### config.mk
export PLATFORM = sky130hd
export DESIGN_NAME = cv32e40x_rf_write_scheduler
export DESIGN_NICKNAME = d
export VERILOG_FILES = /design/src/rtl/cv32e40x_rf_write_scheduler.sv
export SDC_FILE = /design/constraint.sdc
export NUM_CORES = 1
export LEC_CHECK = 0
export ABC_AREA = 1
export CAP_MARGIN = 20
export CORE_MARGIN = 10
export CORE_UTILIZATION = 50
export CTS_CLUSTER_DIAMETER = 100
export DETAILED_ROUTE_END_ITERATION = 16
export PLACE_DENSITY_LB_ADDON = 0.3
export SETUP_SLACK_MARGIN = 0.02
export SLEW_MARGIN = 10
export SYNTH_ARGS = -nofsm -noshare
export SYNTH_HDL_FRONTEND = slang
export SYNTH_SLANG_ARGS = --single-unit
### constraint.sdc
create_clock -name clk -period 4.5 [get_ports clk]
set_input_delay 0.45 -clock clk [delete_from_list [all_inputs] [get_ports clk]]
set_output_delay 0.45 -clock clk [all_outputs]
set_load 0.01 [all_outputs]
### src/rtl/cv32e40x_rf_write_scheduler.sv
// cv32e40x_rf_write_scheduler
// Merges in-order WB register writes and buffered X-interface coprocessor
// results onto the two register-file write ports. WB always wins and is never
// delayed; X results wait in a small FIFO and drain into whatever ports WB
// leaves free. A pending-rd vector tells decode which registers still have an
// X result in flight, and a starvation counter forces a one-cycle WB stall when
// the FIFO head has been waiting too long.
module cv32e40x_rf_write_scheduler #(
  parameter int unsigned FIFO_DEPTH   = 2,
  parameter int unsigned STARVE_LIMIT = 4
) (
  input  logic        clk,
  input  logic        rst,

  // WB stage
  input  logic        wb_we_i,
  input  logic        wb_dual_i,
  input  logic [9:0]  wb_waddr_i,     // [4:0] = addr0, [9:5] = addr1
  input  logic [63:0] wb_wdata_i,     // [31:0] = data0, [63:32] = data1
  output logic        wb_stall_o,

  // X-interface result
  input  logic        xres_valid_i,
  output logic        xres_ready_o,
  input  logic        xres_we_i,
  input  logic        xres_dual_i,
  input  logic [4:0]  xres_rd_i,
  input  logic [63:0] xres_data_i,    // [31:0] = data0, [63:32] = data1

  // Register file write ports
  output logic [1:0]  rf_we_o,
  output logic [9:0]  rf_waddr_o,     // [4:0] = port0, [9:5] = port1
  output logic [63:0] rf_wdata_o,     // [31:0] = port0, [63:32] = port1
  output logic        rf_dualwrite_o,

  // Scoreboard to decode
  output logic [31:0] pending_o
);

  localparam int unsigned PW = (FIFO_DEPTH > 1) ? $clog2(FIFO_DEPTH) : 1;
  localparam int unsigned CW = $clog2(FIFO_DEPTH + 1);
  localparam int unsigned WW = $clog2(STARVE_LIMIT + 1);

  // FIFO storage; only the valid bits need a reset value
  logic [4:0]            ent_rd_q   [FIFO_DEPTH];
  logic                  ent_dual_q [FIFO_DEPTH];
  logic [63:0]           ent_data_q [FIFO_DEPTH];
  logic [FIFO_DEPTH-1:0] ent_vld_q, ent_vld_d;

  logic [PW-1:0]         rd_ptr_q, rd_ptr_d;
  logic [PW-1:0]         wr_ptr_q, wr_ptr_d;
  logic [CW-1:0]         count_q, count_d;
  logic [WW-1:0]         wait_q, wait_d;

  // Head of FIFO
  logic                  head_valid;
  logic [4:0]            head_rd;
  logic                  head_dual;
  logic [63:0]           head_data;

  // Port budgeting
  logic [1:0]            wb_used;
  logic [1:0]            free_ports;
  logic [1:0]            head_need;
  logic                  drain;

  // Push side
  logic                  accept;
  logic                  push;
  logic [4:0]            push_rd;

  logic [31:0]           pend_raw;

  function automatic logic [PW-1:0] ptr_inc(input logic [PW-1:0] ptr);
    if (ptr == PW'(FIFO_DEPTH - 1)) begin
      return '0;
    end
    return ptr + PW'(1);
  endfunction

  assign head_valid = !rst && (count_q != '0);
  assign head_rd    = ent_rd_q[rd_ptr_q];
  assign head_dual  = ent_dual_q[rd_ptr_q];
  assign head_data  = ent_data_q[rd_ptr_q];

  assign xres_ready_o = !rst && (count_q < CW'(FIFO_DEPTH));
  assign accept       = xres_valid_i && xres_ready_o;
  assign push         = accept && xres_we_i;
  // A dual result always targets an even/odd pair starting at an even rd
  assign push_rd      = xres_dual_i ? {xres_rd_i[4:1], 1'b0} : xres_rd_i;

  assign wb_stall_o     = head_valid && (wait_q == WW'(STARVE_LIMIT));
  assign rf_dualwrite_o = rf_we_o[1];

  // Work out how many ports WB leaves free and whether the head fits
  always_comb begin
    wb_used = 2'd0;
    if (wb_we_i) begin
      wb_used = wb_dual_i ? 2'd2 : 2'd1;
    end
    free_ports = 2'd2 - wb_used;
    head_need  = head_dual ? 2'd2 : 2'd1;
    drain      = head_valid && (head_need <= free_ports);
  end

  // Write-port mux: WB first, then the drained FIFO head into the gaps
  always_comb begin
    rf_we_o    = '0;
    rf_waddr_o = '0;
    rf_wdata_o = '0;

    if (wb_we_i) begin
      rf_we_o[0]        = 1'b1;
      rf_waddr_o[4:0]   = wb_waddr_i[4:0];
      rf_wdata_o[31:0]  = wb_wdata_i[31:0];
      if (wb_dual_i) begin
        rf_we_o[1]        = 1'b1;
        rf_waddr_o[9:5]   = wb_waddr_i[9:5];
        rf_wdata_o[63:32] = wb_wdata_i[63:32];
      end
    end

    if (drain) begin
      if (head_dual) begin
        rf_we_o[0]        = (head_rd != 5'd0);
        rf_waddr_o[4:0]   = head_rd;
        rf_wdata_o[31:0]  = head_data[31:0];
        rf_we_o[1]        = 1'b1;
        rf_waddr_o[9:5]   = head_rd | 5'd1;
        rf_wdata_o[63:32] = head_data[63:32];
      end else if (wb_we_i) begin
        rf_we_o[1]        = (head_rd != 5'd0);
        rf_waddr_o[9:5]   = head_rd;
        rf_wdata_o[63:32] = head_data[31:0];
      end else begin
        rf_we_o[0]        = (head_rd != 5'd0);
        rf_waddr_o[4:0]   = head_rd;
        rf_wdata_o[31:0]  = head_data[31:0];
      end
    end
  end

  // Pending-rd scoreboard built from every valid FIFO entry
  always_comb begin
    pend_raw = '0;
    for (int unsigned i = 0; i < FIFO_DEPTH; i++) begin
      if (ent_vld_q[i]) begin
        pend_raw = pend_raw | (32'd1 << ent_rd_q[i]);
        if (ent_dual_q[i]) begin
          pend_raw = pend_raw | (32'd1 << (ent_rd_q[i] | 5'd1));
        end
      end
    end
    pending_o = rst ? '0 : {pend_raw[31:1], 1'b0};
  end

  // FIFO pointer/count/valid next state and starvation counter
  always_comb begin
    rd_ptr_d  = rd_ptr_q;
    wr_ptr_d  = wr_ptr_q;
    count_d   = count_q;
    ent_vld_d = ent_vld_q;
    wait_d    = wait_q;

    if (drain) begin
      rd_ptr_d            = ptr_inc(rd_ptr_q);
      ent_vld_d[rd_ptr_q] = 1'b0;
    end
    if (push) begin
      wr_ptr_d            = ptr_inc(wr_ptr_q);
      ent_vld_d[wr_ptr_q] = 1'b1;
    end

    unique case ({push, drain})
      2'b10:   count_d = count_q + CW'(1);
      2'b01:   count_d = count_q - CW'(1);
      default: count_d = count_q;
    endcase

    if (!head_valid || drain) begin
      wait_d = '0;
    end else if (wait_q != WW'(STARVE_LIMIT)) begin
      wait_d = wait_q + WW'(1);
    end
  end

  // Control state registers with synchronous reset
  always_ff @(posedge clk) begin
    if (rst) begin
      rd_ptr_q  <= '0;
      wr_ptr_q  <= '0;
      count_q   <= '0;
      ent_vld_q <= '0;
      wait_q    <= '0;
    end else begin
      rd_ptr_q  <= rd_ptr_d;
      wr_ptr_q  <= wr_ptr_d;
      count_q   <= count_d;
      ent_vld_q <= ent_vld_d;
      wait_q    <= wait_d;
    end
  end

  // Entry payload capture on push; validity is tracked separately
  always_ff @(posedge clk) begin
    if (push) begin
      ent_rd_q[wr_ptr_q]   <= push_rd;
      ent_dual_q[wr_ptr_q] <= xres_dual_i;
      ent_data_q[wr_ptr_q] <= xres_data_i;
    end
  end

`ifndef SYNTHESIS
  // Interface contract held by the surrounding pipeline
  a_no_wb_in_stall : assert property (@(posedge clk) disable iff (rst)
    wb_stall_o |-> !wb_we_i);

  a_xres_stable : assert property (@(posedge clk) disable iff (rst)
    (xres_valid_i && !xres_ready_o) |=>
      (xres_valid_i && $stable(xres_we_i) && $stable(xres_dual_i) &&
       $stable(xres_rd_i) && $stable(xres_data_i)));

  a_wb_no_collision : assert property (@(posedge clk) disable iff (rst)
    wb_we_i |-> (!pending_o[wb_waddr_i[4:0]] &&
                 !(wb_dual_i && pending_o[wb_waddr_i[9:5]])));
`endif

endmodule

# ---- After elaboration in Yosys (flattened, before gate mapping)
# Memories as Yosys holds them, arrays and structs flattened. A register that Yosys moved wholly into a read port is not among the register bits.
# Cells that the tools add are included.
dict set report word_totals {
  reg_bits 9
  latch_bits 0
  mem_bits_rw 140
  rom_bits 0
  input_bits 150
  out_inout_bits 111
  elab_cells 99
  memories 3
}
# name words width read_ports rd_clocked_by_memory_dff wr line_no
set memory_table {}
lappend memory_table {ent_data_q 2 64 1 1 1 47} ;# logic [63:0] ent_data_q [FIFO_DEPTH];
lappend memory_table {ent_rd_q 2 5 3 1 1 45} ;# logic [4:0] ent_rd_q [FIFO_DEPTH];
lappend memory_table {ent_dual_q 2 1 3 1 1 46} ;# logic ent_dual_q [FIFO_DEPTH];
dict set report op_classes {
  add_sub_neg 6
  n_mul 0
  n_div 0
  magnitude_cmp 6
  n_eq_ne 4
  shifts 4
  mux 50
  bitwise 6
  n_reduce_logical 15
}
# cell count
set op_table {}
lappend op_table {{32-bit 2-to-1 mux} 8}
lappend op_table {{64-bit 2-to-1 mux} 3}
lappend op_table {{1-bit by 5-bit left shift with 32-bit output, first input constant} 4}
lappend op_table {{32-bit bitwise OR} 3}
lappend op_table {{10-bit 2-to-1 mux} 3}
lappend op_table {{1-bit 2-to-1 mux} 22}
lappend op_table {{2-bit 2-to-1 mux} 8}
lappend op_table {{5-bit 2-to-1 mux} 3}
lappend op_table {{1-bit logical AND} 8}
lappend op_table {{5-bit nonzero test} 1}
lappend op_table {{1-bit by 2-bit < comparator with 1-bit output, second input constant} 2}
lappend op_table {{2-bit case mux with 2 select lines} 1}
lappend op_table {{2-bit nonzero test} 2}
lappend op_table {{3-bit by 1-bit adder with 3-bit output, second input constant} 1}
lappend op_table {{3-bit equality test, second input constant} 1}
lappend op_table {{3-bit != test, second input constant} 1}
lappend op_table {{1-bit adder, second input constant} 2}
lappend op_table {{2-bit by 1-bit adder with 2-bit output, second input constant} 1}
lappend op_table {{2-bit AND} 1}
lappend op_table {{1-bit demux with 1-bit select} 2}
lappend op_table {{2-bit by 1-bit equality test with 1-bit output, second input constant} 1}
lappend op_table {{2-bit equality test, second input constant} 1}
lappend op_table {{1-bit greater-or-equal comparator, second input constant} 2}
lappend op_table {{2-bit <= comparator} 1}
lappend op_table {{8 further kinds} 9}

# ---- Depth between registers and ports, before layout
# Gate-level depths: netlist (run 1).
dict set report logic_depth {
  word_depth 9
  mapped_depth 16
  ltp_nobuf 12
}

# ---- Worst setup path before layout (run 1)
# No wires, ideal clock.
dict set report synth_path {
  path_kind {input port to flip-flop}
  start {in rst}
  end {mem ent_data_q[0][0], enable pin}
  setup_time_ps 424
  arrival_time_ps 2286
  slack_ps 1791
  cell_stages 3
  path_buffers 0
  cell_sequence {nor2_1 > nand4_1 > inv_1}
}
dict set report synth_via {
  elab_chain_len 6
}
# element line_no
set synth_rtl {}
lappend synth_rtl {{start, declared} 13} ;# input logic rst,
lappend synth_rtl {{1-bit zero test} 86} ;# assign xres_ready_o = !rst && (count_q < CW'(FIFO_DEPTH));
lappend synth_rtl {{1-bit logical AND} 86}
lappend synth_rtl {{1-bit logical AND} 87} ;# assign accept = xres_valid_i && xres_ready_o;
lappend synth_rtl {{1-bit logical AND} 88} ;# assign push = accept && xres_we_i;
lappend synth_rtl {{1-bit 2-to-1 mux} 206} ;# if (push) begin
lappend synth_rtl {{1-bit 2-to-1 mux (implied by the code)} 209} ;# ent_data_q[wr_ptr_q] <= xres_data_i;
lappend synth_rtl {{end, declared} 47}
# No other way between the ends.

==> summary.md, run 1 <==
The final clock skew was 0.00466 ns; the wire length after detailed routing was 26000 µm. After detailed routing, the number of remaining DRC violations is 0. Dividing the synthesized area by the synthesized cell count gives 8.66 µm². The layout has 1138 filler cells. The worst pin sits at a relative slew slack of 41.4%. In the final design database the tool counted 1283 nets. The tools report the setup slack on the worst flop-to-flop path as 1.55 ns. The number of pins with negative max-slew slack in the final report was 0.

Net switching share of the total power: 25.3%. The floorplan has 45 rows. The launch instance of the worst register-to-register path is ent_dual_q[0]. The logs give 0.947 for the routability congestion estimate and 2590 µW for the internal power contribution.

The tools report the type of destination of the critical path as a primary output. The worst hold path begins at wr_ptr_q. For this block, the via count after detailed routing is 7395. The die covers 0.0210 mm².

The count of buffers added on input and output ports is 259. Setup repair after global routing left no endpoint under its margin. The setup fix buffers added after clock tree synthesis came out at 0. The tools report the post-route core utilization as 72.4%. In the post-synthesis netlist, the cell with the most instances is sky130_fd_sc_hd__nand2_1. In this run, post-CTS hold repair placed 0 buffers. TritonCTS built the clock tree. The tools report the number of H-tree levels as 4. In this run, flip-flops and latches consume 45.3% of the power. The worst setup path is of the reg2out kind. The worst setup path is launched from a register. The logs give 0.00779 mm² for the cell area after synthesis and 16.1% for the relative contribution of combinational cells to total power.

The number of enable flip-flop cells after synthesis is 140, and the worst reg-to-reg path cell count is 12. The slew at the pin closest to its max-slew limit was 0.875 ns; the width of the chip was 145 µm. The clock insertion delay at the later pin of the skew report was 0.43 ns. The clock passes through at most 2 buffers. The iteration-0 DRC count of the detailed router came out at 696. Counting I/O delays and the setup requirement, the final critical path takes 3.95 ns. Along the worst path, the maximum fanout reaches 23. The first global-routing pass estimated 38800 µm of wire. Number of global-route vias before repair: 7045. The worst min-delay path category is reg2reg. After detailed routing, the number of vias per cell comes to 5.47. The tools report the total global routing track utilization as 24.1%.

The flow ran to the end, and the final reports show no timing, DRC or antenna violations. The length of the first detailed-routing pass in iterations is 8. The achievable clock frequency is 0.253 GHz.

The proportion of layout cells with a drive suffix above 1 is 5.08%, and the maximum number of pins on one net before global-route repair is 73. Cell area after layout: 0.0110 mm². The static leakage came out at 0.00423 µW. The area of the placeable core came out at 0.0153 mm².

Library cell occupying the most area in the post-synthesis netlist: sky130_fd_sc_hd__edfxtp_1. During synthesis, Yosys emitted a total of 0 warnings. The tree is rooted in a sky130_fd_sc_hd__clkbuf_16. The net switching power figure is 875 µW, and the number of antenna violations at the first check in global routing is 1.

In the synthesized netlist the dominant register cell turns out to be sky130_fd_sc_hd__edfxtp_1. Number of flip-flops and latches in the synthesized netlist: 150. For the data required time of the worst path, the log shows 4.05 ns. Hold path endpoint: wr_ptr_q. Count of cells along the worst hold path: 2.

For the total overflow reported by the global router, the log shows 0. The worst reg2reg path endpoint was count_q[1]. Top-level port count: 261. Power spread over the standard cell area amounts to 314 mW/mm². Summing all multi-input logic gate instances after layout gives 0.00296 mm². The clock-pin slew on the worst setup and hold paths was 0.06 ns. The fraction of registers with async set/reset works out to 0%. The share of power burned in the clock network was 38.6%. The placed standard-cell area was 0.0105 mm².

For the starting density of the core, the log shows 51.0%. After technology mapping, the gate count stands at 899. The commonest cells after synthesis are 288 x sky130_fd_sc_hd__nand2_1, 261 x sky130_fd_sc_hd__nand3_1, 140 x sky130_fd_sc_hd__edfxtp_1. The total chip power is 3460 µW, and the number of violations of the max-capacitance limit is 0.

Setup total negative slack on the finished layout was measured at 0 ns. The quantity of gates resized following cts is 0. The net count after synthesis was 1054; the worst endpoint data arrival time was 3.50 ns.

Dividing the detail-routed wire length by the instance count gives 19.2 µm. Worst ir drop on vdd: 0.282 mV. The area fraction of the dominant cell type after synthesis came out at 54.0%. The setup violation total in the final timing report was 0; the sequential share of the synthesized area was 56.5%.

The tools report the flip-flop and latch area as 0.00441 mm². The hold violation count in the final report is 0. The area growth from synthesis to layout is 41.8%. The post-detailed-route count of antenna-violating nets was 0. Clock tree synthesis inserted a total of 17 buffers. In the post-synthesis netlist, the biggest area contributors are sky130_fd_sc_hd__edfxtp_1 54%, sky130_fd_sc_hd__nand3_1 17%, sky130_fd_sc_hd__nand2_1 14%, sky130_fd_sc_hd__dfxtp_1 2.6%, sky130_fd_sc_hd__a21oi_1 2.5%. For the estimated wirelength of the detail-placed design, the log shows 18800 µm. After layout, the worst path uses 87.9% of the clock period.

The count of clock tree sinks was 150; the die extent in y was 145 µm. The number of different library cells used by synthesis comes to 29.
[per-layer routing]
layer,up-vias,GRT usage [%],part of all wire [%]
met3,54,6.84,10
met2,390,39.9,49
li1,3550,-,-
met5,-,0,0
met1,3401,28.9,38
met4,0,10.0,2.9
[kinds of logic after synthesis]
kind of cell / Yosys count / synth area share (%)
AO/OA/AOI/OAI: 47 / 3.25
XOR/XNOR: 4 / 0.450
adder cells (fa/ha/maj): 5 / 0.803
buffers and inverters: 98 / 5.61
flip-flops: 150 / 56.5
other: 1 / 0.0481
AND/OR/NAND/NOR: 594 / 33.3
[flip-flops by register name, summed over array words and instances, names as in the netlist, named ones only]
name	cells
wait_q	3
ent_rd_q	10
ent_dual_q	2
rd_ptr_q	1
ent_vld_q	2
count_q	2
ent_data_q	128
wr_ptr_q	1
[worst max-delay path by stage]
stage                        startpoint  depth (start not counted)          endpoint
final                     ent_dual_q[0]                         12        rf_we_o[1]
after global routing      ent_dual_q[0]                         12    rf_dualwrite_o
after CTS                 ent_dual_q[0]                         12    rf_dualwrite_o
after detailed placement      wb_dual_i                         11    rf_dualwrite_o
after global placement        wb_dual_i                         11    rf_dualwrite_o
after floorplan                     rst                          3  ent_data_q[0][0]
[area by class of cell]
class,instances,share of cell area (%)
Inverter,33,1.12
Timing Repair Buffer,275,24.8
Tap cell,211,2.39
Clock inverter,14,1.16
Antenna cell,1,0.0227
Multi-Input combinational cell,651,26.8
Clock buffer,18,3.89
Sequential cell,150,39.9
[placed cells by master, fill, tap and decap left out]
cell	instances
sky130_fd_sc_hd__buf_2	1
sky130_fd_sc_hd__dfxtp_2	1
sky130_fd_sc_hd__a21oi_1	39
sky130_fd_sc_hd__dfxtp_1	9
sky130_fd_sc_hd__xor2_1	3
sky130_fd_sc_hd__buf_4	14
sky130_fd_sc_hd__inv_1	29
sky130_fd_sc_hd__inv_8	1
sky130_fd_sc_hd__nand2_2	1
sky130_fd_sc_hd__clkinv_1	2
sky130_fd_sc_hd__nor2_2	1
sky130_fd_sc_hd__bufinv_16	1
sky130_fd_sc_hd__diode_2	1
sky130_fd_sc_hd__nand4_1	2
sky130_fd_sc_hd__nand3_2	1
sky130_fd_sc_hd__o21ai_4	1
sky130_fd_sc_hd__xnor2_1	1
sky130_fd_sc_hd__clkbuf_1	1
sky130_fd_sc_hd__clkdlybuf4s50_1	258
sky130_fd_sc_hd__clkinv_4	2
sky130_fd_sc_hd__a22oi_1	1
sky130_fd_sc_hd__buf_12	2
sky130_fd_sc_hd__o21ai_1	1
sky130_fd_sc_hd__clkinv_2	1
sky130_fd_sc_hd__or2_2	1
sky130_fd_sc_hd__nand2_1	288
sky130_fd_sc_hd__inv_2	4
sky130_fd_sc_hd__edfxtp_1	140
sky130_fd_sc_hd__clkbuf_16	17
sky130_fd_sc_hd__conb_1	1
sky130_fd_sc_hd__nand3_1	261
sky130_fd_sc_hd__clkinvlp_4	4
sky130_fd_sc_hd__nor3_1	9
sky130_fd_sc_hd__nor2_4	1
sky130_fd_sc_hd__ha_1	5
sky130_fd_sc_hd__inv_6	3
sky130_fd_sc_hd__nor2_1	29
sky130_fd_sc_hd__a21oi_4	1
sky130_fd_sc_hd__o21ai_0	4
[critical path, stage by stage (launching register included)]
cell	delay [ns]
sky130_fd_sc_hd__edfxtp_1	0.36
sky130_fd_sc_hd__inv_1	0.08
sky130_fd_sc_hd__o21ai_4	0.37
sky130_fd_sc_hd__ha_1	0.33
sky130_fd_sc_hd__nand2_1	0.07
sky130_fd_sc_hd__nand2_1	0.10
sky130_fd_sc_hd__nand2_1	0.15
sky130_fd_sc_hd__nand3_2	0.45
sky130_fd_sc_hd__buf_4	0.41
sky130_fd_sc_hd__nand2_1	0.09
sky130_fd_sc_hd__inv_1	0.04
sky130_fd_sc_hd__nand2_1	0.08
sky130_fd_sc_hd__clkdlybuf4s50_1	0.55
[power by group through the flow]
stage	Sequential, µW	Clock, µW	Combinational (µW)
global placement	1600	0	547
floorplan	1600	0	244
CTS	1570	1350	557
global route	1570	1420	601
finish	1570	1340	557
detailed placement	1600	0	554
[through the flow]
step	hold slack, ns	worst slack (ns)	std cells
after floorplan	0.454	1.79	899
after CTS	0.484	0.530	1352
after detailed placement	0.475	0.928	1320
final	0.481	0.546	1353
after global routing	0.507	0.253	1353
after global placement	0.467	0.955	1320
Power figures use the tool's default switching activity.
==> run 2, diff against run 1 <==
--- a/config.mk
+++ b/config.mk
@@ -11,6 +11,7 @@
 export CORE_UTILIZATION = 50
 export CTS_CLUSTER_DIAMETER = 100
 export DETAILED_ROUTE_END_ITERATION = 16
+export GPL_TIMING_DRIVEN = 0
 export PLACE_DENSITY_LB_ADDON = 0.3
 export SETUP_SLACK_MARGIN = 0.02
 export SLEW_MARGIN = 10
==> summary.md, run 2 (synthesis gave the netlist of run 1 again) <==
The width of the chip works out to 145 µm. The setup slack on the worst flop-to-flop path was 1.24 ns; the proportion of layout cells with a drive suffix above 1 was 6.38%. Counting cells, the worst reg-to-reg path comes to 14. The top-level port count is 261. TritonCTS built the clock tree. Total overflow reported by the global router: 0. The worst setup path is launched from a register. Detailed placement ended at an HPWL of 21900 µm. In the final routed layout, each cell accounts on average for 20.6 µm. The type of destination of the critical path was a primary output. The tools report the area of the placeable core as 0.0153 mm².

For this block, the initial DRC count from the detailed router was 824. The floorplan step defined a die boundary enclosing 0.0210 mm². The run gives 7439 as the number of global-route vias before repair. The count of buffers from port buffering works out to 258. Maximum number of pins on one net before global-route repair: 38. The worst min-delay path category is reg2reg. The hold violation count in the final report came out at 0.

Setup repair after global routing left no endpoint under its margin. Leaving out fill and tap cells, the most frequent cell in the layout is sky130_fd_sc_hd__nand2_1. The clock root buffer was sky130_fd_sc_hd__clkbuf_16. The run gives 0.43 ns as the clock insertion delay at the later pin of the skew report. Across the run, the number of max-cap violations was 0.

The routability congestion estimate is 0.921. Measured along the y axis, the die boundary spans 145 µm. In the final layout, the registers with the most flip-flops are ent_data_q x128, ent_rd_q x10, wait_q x3. The area growth from synthesis to layout works out to 44.9%.

The run gives 150 as the count of clock tree sinks. The post-detailed-route count of antenna-violating nets came out at 0. The final instance count without filler cells was 1403.

Global routing used 26.9% of the available tracks across all layers. The ratio of final minimum period to clock period is 95.4%, and the number of pins with negative max-slew slack in the final report is 0. The first TritonRoute pass finished after 6 iterations.

For this configuration, the core starts out at a cell density of 51.0%. For the pin with the worst max-slew slack, the measured transition is 0.662 ns. Largest fanout on the critical path: 11. For the DRC violations left, the log shows 0.

The global-route wire length before repair was 42400 µm. The top cell types in the final layout, fill and taps aside, are 288 x sky130_fd_sc_hd__nand2_1, 261 x sky130_fd_sc_hd__nand3_1, 258 x sky130_fd_sc_hd__clkdlybuf4s50_1. Setup violations remaining at the end of the flow were counted as 0.

The number of inserted filler cells in the final layout was 1158. The number of antenna violations at the first check in global routing is 1. The tools report the wire length after detailed routing as 28800 µm.

The routed design could run at a clock period as short as 4.29 ns. The run finished with clean final reports. Across the routed clock network, the largest skew measured is 0.00677 ns. For this design the static power due to leakage is 0.00438 µW.

Clock-pin slew on the worst setup and hold paths: 0.07 ns. More flip-flops sit in one register than any other, and that register is ent_data_q. Total CTS buffers: 17. The register with the most flip-flops in the layout has 128 of them. In this run the critical register-to-register path is captured at count_q[1]. The data required time of the worst path is 4.05 ns. The worst setup path is of the reg2out kind. The achievable clock frequency was 0.233 GHz.

The routed layout has 7829 vias. For the number of placed instances with taps included, the log shows 1370. The timing endpoint of the critical path is rf_wdata_o[10].

The areal power density over the cells works out to 321 mW/mm². Summed over all failing endpoints, the final setup total negative slack is 0 ns. Data arrives at the worst endpoint at 3.84 ns. Row generation in the floorplan step produced 45 rows. The worst relative slew slack is 55.8%. In the final design database the tool counted 1333 nets.

The maximum number of buffers from clock root to sink is 2. Number of H-tree levels: 4. The worst ir drop on vdd is 0.290 mV, and the average vias per placed instance is 5.58.
==> run 2: area by class of cell <==
cell class | instances | area (µm²) | share of cell area, %
Sequential cell | 150 | 4400 | 39.0
Clock buffer | 17 | 425 | 3.77
Antenna cell | 1 | 2.50 | 0.0222
Timing Repair Buffer | 260 | 2620 | 23.2
Tap cell | 211 | 264 | 2.34
Buffer | 65 | 314 | 2.78
Inverter | 33 | 129 | 1.14
Multi-Input combinational cell | 651 | 2950 | 26.1
Clock inverter | 15 | 176 | 1.56
==> run 2: worst max-delay path, stage by stage (launching register included) <==
cell	delay [ns]
sky130_fd_sc_hd__dfxtp_1	0.39
sky130_fd_sc_hd__buf_4	0.21
sky130_fd_sc_hd__nand2_2	0.09
sky130_fd_sc_hd__o21ai_4	0.17
sky130_fd_sc_hd__buf_2	0.33
sky130_fd_sc_hd__ha_1	0.29
sky130_fd_sc_hd__nand2_1	0.07
sky130_fd_sc_hd__nand2_1	0.09
sky130_fd_sc_hd__a21oi_2	0.42
sky130_fd_sc_hd__clkbuf_1	0.46
sky130_fd_sc_hd__nand3_1	0.19
sky130_fd_sc_hd__nand2_1	0.15
sky130_fd_sc_hd__clkdlybuf4s50_1	0.55
==> run 2: worst min path at each step <==
stage | cells past startpoint | from | end | slack, ns
floorplan | 2 | ent_vld_q[0] | ent_vld_q[0] | 0.45
global placement | 2 | wr_ptr_q | wr_ptr_q | 0.47
detailed placement | 2 | wr_ptr_q | wr_ptr_q | 0.48
CTS | 2 | wr_ptr_q | wr_ptr_q | 0.49
global route | 2 | wr_ptr_q | wr_ptr_q | 0.51
finish | 2 | wr_ptr_q | wr_ptr_q | 0.49
==> run 2: power by group <==
| part | total, µW | internal, µW | switching [µW] |
|---|---|---|---|
| clock | 1470 | 841 | 624 |
| sequential | 1570 | 1560 | 11.5 |
| combinational | 589 | 277 | 312 |
| total | 3620 | 2670 | 948 |
==> run 2: stage by stage <==
step	hold WS [ns]	total power, µW	instance area, µm²	util (%)	setup slack, ns
after floorplan	0.454	1840	7790	-	1.79
after global placement	0.466	2170	10600	69.7	0.550
after global routing	0.511	3740	11300	74.0	0.0426
after detailed placement	0.475	2180	10700	70.0	0.667
final	0.491	3620	11300	74.0	0.208
after CTS	0.485	3620	11300	73.9	0.178
==> run 2: routing by layer <==
metal | up-vias | global-route usage (%) | wire [µm]
met5 | - | 0 | 0
met4 | 0 | 9.89 | 799
met2 | 457 | 45.1 | 14300
met1 | 3641 | 32.0 | 10600
li1 | 3667 | - | -
met3 | 64 | 8.08 | 3210
==> run 2: repair_timing <==
action | in CTS | in global routing
endpoints found under the setup margin | 0 | 3
setup buffers | 0 | 0
hold buffers | 0 | 0
gates resized for setup | 0 | 2
